[config.mk]
export PLATFORM = sky130hd
export DESIGN_NAME = order_entry_tx
export DESIGN_NICKNAME = d
export VERILOG_FILES = /design/src/rtl/nanotrade_pkg.sv /design/src/rtl/order_fifo.sv /design/src/rtl/order_entry_tx.sv
export SDC_FILE = /design/constraint.sdc
export NUM_CORES = 1
export LEC_CHECK = 0
export BUFFER_PORTS_ARGS = -buffer_cell sky130_fd_sc_hd__buf_2
export CORE_MARGIN = 3
export CORE_UTILIZATION = 44
export CTS_CLUSTER_DIAMETER = 40
export DETAILED_ROUTE_END_ITERATION = 10
export PLACE_DENSITY = 0.69
export SLEW_MARGIN = 20
export SYNTH_ARGS = -nofsm -noshare
export SYNTH_HDL_FRONTEND = slang
export SYNTH_SLANG_ARGS = --single-unit
[constraint.sdc]
create_clock -name clk -period 5.5 [get_ports clk]
set_input_delay 0.275 -clock clk [delete_from_list [all_inputs] [get_ports clk]]
set_output_delay 0.275 -clock clk [all_outputs]
set_load 0.02 [all_outputs]
[src/rtl/nanotrade_pkg.sv]
// nanotrade_pkg: order-bus encodings, price limit and transmitter state shared across NanoTrade blocks
package nanotrade_pkg;
    localparam logic [1:0] OT_IDLE = 2'b00;
    localparam logic [1:0] OT_BUY  = 2'b10;
    localparam logic [1:0] OT_SELL = 2'b11;
    localparam logic [6:0] MAX_PRICE = 7'd63;
    typedef enum logic [1:0] {RUN, HALTED, FLUSHING} state_t;
endpackage

[src/rtl/order_fifo.sv]
// order_fifo: synchronous FIFO with push/pop/clear, full/empty and occupancy count
module order_fifo #(
    parameter int DEPTH = 4,
    parameter int W = 7
) (
    input  logic                       clk,
    input  logic                       rst,
    input  logic                       i_push,
    input  logic [W-1:0]               i_data,
    input  logic                       i_pop,
    input  logic                       i_clear,
    output logic [W-1:0]               o_data,
    output logic                       o_full,
    output logic                       o_empty,
    output logic [$clog2(DEPTH):0]     o_count
);
    localparam int AW = $clog2(DEPTH);
    logic [W-1:0] r_mem [DEPTH];
    logic [AW-1:0] r_wp, r_rp;
    logic [AW:0] r_cnt;
    logic w_push, w_pop;
    assign o_full  = r_cnt == (AW+1)'(DEPTH);
    assign o_empty = r_cnt == '0;
    assign o_count = r_cnt;
    assign o_data  = r_mem[r_rp];
    assign w_push  = i_push && !o_full;
    assign w_pop   = i_pop && !o_empty;
    always_ff @(posedge clk)
        if (w_push) r_mem[r_wp] <= i_data;
    always_ff @(posedge clk or posedge rst) begin
        if (rst) begin
            r_wp  <= '0;
            r_rp  <= '0;
            r_cnt <= '0;
        end else if (i_clear) begin
            r_wp  <= '0;
            r_rp  <= '0;
            r_cnt <= '0;
        end else begin
            r_wp  <= r_wp + AW'(w_push);
            r_rp  <= r_rp + AW'(w_pop);
            r_cnt <= r_cnt + (AW+1)'(w_push) - (AW+1)'(w_pop);
        end
    end
endmodule

[src/rtl/order_entry_tx.sv]
// order_entry_tx: queues host orders and drives them onto the book's order bus
// only on cycles the circuit-breaker gate lets the book consume them.
module order_entry_tx
    import nanotrade_pkg::*;
#(
    parameter int DEPTH = 4,
    parameter bit HALT_FLUSH = 1'b0
) (
    input  logic       clk,
    input  logic       rst,
    input  logic       req_valid,
    input  logic       req_side,
    input  logic [6:0] req_price,
    output logic       req_ready,
    input  logic       cb_halt,
    input  logic       cb_throttle,
    input  logic       cb_throttle_phase,
    output logic [1:0] input_type,
    output logic [5:0] data_in,
    output logic [5:0] ext_data,
    output logic [7:0] sent_cnt,
    output logic [7:0] reject_cnt,
    output logic [7:0] flush_cnt
);
    localparam int CW = $clog2(DEPTH) + 1;
    state_t r_state;
    logic r_halt_d;
    logic [7:0] r_sent, r_rej, r_flush;
    logic w_full, w_empty, w_active, w_send, w_accept, w_push, w_flush, w_halt_rise;
    logic [6:0] w_head;
    logic [CW-1:0] w_count;

    assign w_flush     = r_state == FLUSHING;
    assign w_halt_rise = cb_halt && !r_halt_d;
    assign w_active    = !cb_halt && (!cb_throttle || cb_throttle_phase);
    assign w_send      = !w_empty && w_active && !w_flush;
    // no path from the pop side into req_ready, so a full FIFO always stalls the host
    assign req_ready   = !rst && !w_full && !w_flush && !(HALT_FLUSH && cb_halt);
    assign w_accept    = req_valid && req_ready;
    assign w_push      = w_accept && req_price <= MAX_PRICE;

    assign input_type = w_send ? (w_head[6] ? OT_SELL : OT_BUY) : OT_IDLE;
    assign data_in    = w_send ? {w_head[4:0], 1'b0} : 6'd0;
    assign ext_data   = w_send ? {5'd0, w_head[5]} : 6'd0;
    assign sent_cnt   = r_sent;
    assign reject_cnt = r_rej;
    assign flush_cnt  = r_flush;

    order_fifo #(.DEPTH(DEPTH), .W(7)) u_fifo (
        .clk     (clk),
        .rst     (rst),
        .i_push  (w_push),
        .i_data  ({req_side, req_price[5:0]}),
        .i_pop   (w_send),
        .i_clear (w_flush),
        .o_data  (w_head),
        .o_full  (w_full),
        .o_empty (w_empty),
        .o_count (w_count)
    );

    always_ff @(posedge clk or posedge rst) begin
        if (rst) begin
            r_state  <= RUN;
            r_halt_d <= 1'b0;
            r_sent   <= '0;
            r_rej    <= '0;
            r_flush  <= '0;
        end else begin
            r_state  <= w_halt_rise ? (HALT_FLUSH ? FLUSHING : HALTED) : (cb_halt ? HALTED : RUN);
            r_halt_d <= cb_halt;
            r_sent   <= r_sent + 8'(w_send);
            r_rej    <= r_rej + 8'(w_accept && !w_push);
            r_flush  <= w_flush ? r_flush + 8'(w_count) : r_flush;
        end
    end
endmodule

==> results.md <==
* Setup bufs post-CTS at 0
* Hold_buf cts at 0
* Diode count at 0
* Setup violators final at 0
* Crit path arrival time at 2590 ps
* Total negative slack at 0 ps
* Fraction of layout instances using a drive strength above 1 at 31.9%
* Worst EP required at 5690 ps
* Leading cell type in the layout, fill and taps excluded: buf_2
* Post-detail-place hpwl at 2.76 mm
* Die Footprint at between 5000 and 6000 um2
* Achievable frequency at 0.416 GHz
* Initial Util at a little under half
* Count of buffers inserted at the top-level ports at 38
* Clock tree buffer depth at 2
* Number of warning messages in the yosys log at 0
* Master cell of the clock root buffer: clkbuf_8
* Number of flops mapped to enable cells by yosys at 28
* Post-route clock period utilization at 43.7%
* Largest area contributor in the netlist: edfxtp_1
* Share of the yosys chip area belonging to registers at 64.7%
* Synthesized flop and latch total at 51
* Number of instances in the synthesized netlist at 140
* Worst clock skew at about 8.6 ps
* Horizontal die dimension at 76.5 um
* Crit-path max FO at 8
* Combinational share of power at 29.1%
* CTS-repair resized insts at 0
* TritonCTS clock tree: done
* Cells along the critical path: nor3_1, a211o_1, inv_1, ha_1, inv_1, ha_1, fa_1, xor2_1, xnor2_1
* Hold Violations, Final at 0
* GRT overflow at 0
* Number of filler instances in the final layout at 416
* Clock slew at reported path FFs at around 100 ps
* # clock sinks at between 50 and 60
* Max-slew violation count at 0
* Nature of the critical path startpoint: register
* Most used cells in the layout excluding fill and tap cells: buf_2, edfxtp_1, dfrtp_1, conb_1, xnor2_1
* Via count of the first global-routing pass at around 1.2k
* Wire length of the first global-routing pass at 5.95 mm
* Worst slack at placement at between 3000 and 4000 ps
* Total number of vias at around 1.2k
* Residual antenna-violating net count after detailed routing at 0
* Unrepaired setup endpoints after global routing: no
* Transition time at the pin with the least slew margin at 947 ps
* Leakage power summed over all cells at approximately 1.1 nW
* Top cell family by delay on the critical path: adder cells
* Post-Syn Area per Cell at ~16 um2
* Number of DRC violations after detailed-routing iteration 0 at between 60 and 70
* Total instance count after detailed placement at 241
* Sequential power share at 51.4%
* Area of the core region at 4750 um2
* Pin count of the biggest net entering global routing at 24
* Initial antenna violation count at 0
* Peak supply drop at 0.282 mV
* Post-Synthesis Cell Area at 2190 um2
* Post-synth top flop: edfxtp_1
* Finished Layout Cells at between 200 and 250
* Final WL at 3.61 mm
* Die Span Y at 76.5 um
* Total DRC errors in the routed layout at 0
* Clock insertion delay at the later pin of the skew report at 290 ps
* Sw Share at a little over a third
* Crit path largest cell delay at 440 ps
* Cell internal pwr at 0.729 mW
* GRT Util Overall at a little over an eighth
* Outcome: complete, no violations
* Critical path endpoint category: register
* Cell types with the largest area share after synthesis: edfxtp_1, dfrtp_1, mux4_2
* Number of top-level pins at 53
* Max_cap viols at 0
* Placer Congestion at 0.731
* Final Critical Period at 2400 ps
* Distinct cell type count of the synthesized netlist at 25
* Pwr per Cell Area at 450 nW/um2
* Synth top area share at approximately 38%
* Final worst setup slack at 3100 ps
* Net count, final at about 200
* Buffers and inverters on the worst path at 2
* Slew headroom at 36.4%
* Psw at 0.392 mW
* Post-synth ARST share at 45.1%
* DR pass1 iterations at 4
* Via count normalized by instance count at about 4.7
* Kind of path behind the tightest hold check: primary input to async pin
* Slowest stage cell, crit path: dfrtp_1
* Number of buffers inserted during clock tree synthesis at 5
* Crit Path Class: register to register
* Htree depth at 2
* Clock power frac at 19.5%
* Synthesis-to-layout area growth at 13.9%
* Number of placement rows at 25
* Average detailed-routed wire length per instance at between 10 and 15 um
==> through the flow <==
stage	hold slack (ps)	power, mW	util [%]	area (um2)
4_1_cts	183	1.14	52.3	2490
5_1_grt	181	1.19	52.4	2490
6_report	148	1.12	52.4	2490
3_5_place_dp	464	0.917	50.3	2390
2_1_floorplan	277	0.817	-	2240
3_3_place_gp	457	0.897	50.3	2390
==> cell families (layout without fill, tap and decap cells) <==
logic type               count (synthesis)  after routing  synth area share (%)
AO/OA/AOI/OAI                            1              1                 0.400
XOR/XNOR                                16             16                  6.40
adder cells (fa/ha/maj)                  9              9                  5.49
buffers and inverters                   25             54                  6.92
flip-flops                              51             51                  64.7
multiplexers                             7              7                  7.20
other                                    1             14                 0.171
AND/OR/NAND/NOR                         30             30                  8.69
==> synth_stat cells, drive strengths merged, types with 2 or more instances <==
cell,number
edfxtp,28
ha,8
inv,8
nor3,2
nor2b,7
nand3,7
and3,4
buf,16
xor2,6
nor2,2
nand2,2
xnor2,10
mux4,7
dfrtp,23
nor3b,3
==> metal layers <==
layer | GRT usage (%) | wire [um] | vias up
met3 | 3.19 | 211 | 5
met4 | 3.26 | 34 | 0
met5 | 0 | 0 | -
met2 | 23.0 | 1820 | 40
li1 | - | - | 545
met1 | 15.9 | 1550 | 573
==> worst paths after layout <==
kind / slack [ps] / end / startpoint / depth (start not counted)
min: 150 / sent_cnt[5] / rst / 2
max in group asynchronous: 4850 / u_fifo.r_rp[1] / rst / 2
max reg2reg: 3100 / u_fifo.o_count[2] / u_fifo.o_count[1] / 9
min in group clk: 190 / u_fifo.r_mem[1][6] / req_side / 1
min reg2reg: 470 / reject_cnt[7] / reject_cnt[7] / 1
max: 3100 / u_fifo.o_count[2] / u_fifo.o_count[1] / 9
==> cell type report <==
class	instances	area, um2	share of cell area, %
multi-input cells	77	674	27.1
well taps	67	83.8	3.36
inverters	8	30.0	1.20
repair buffers	38	190	7.63
clock buffers	5	68.8	2.76
clock inverters	3	28.8	1.15
flip-flops and latches	51	1420	56.8
==> power groups by stage <==
| stage | registers [mW] | logic, mW | clock network [mW] |
|---|---|---|---|
| 3_5_place_dp | 0.585 | 0.332 | 0 |
| 5_1_grt | 0.594 | 0.359 | 0.239 |
| 3_3_place_gp | 0.576 | 0.321 | 0 |
| 2_1_floorplan | 0.589 | 0.228 | 0 |
| 6_report | 0.577 | 0.326 | 0.219 |
| 4_1_cts | 0.579 | 0.334 | 0.223 |
==> registers in the layout, indices dropped and copies added, names as in the netlist <==
| register | cells |
|---|---|
| u_fifo.o_count | 3 |
| reject_cnt | 8 |
| u_fifo.r_mem | 28 |
| u_fifo.r_wp | 2 |
| sent_cnt | 8 |
| u_fifo.r_rp | 2 |
(Power assumes the default switching activity.)
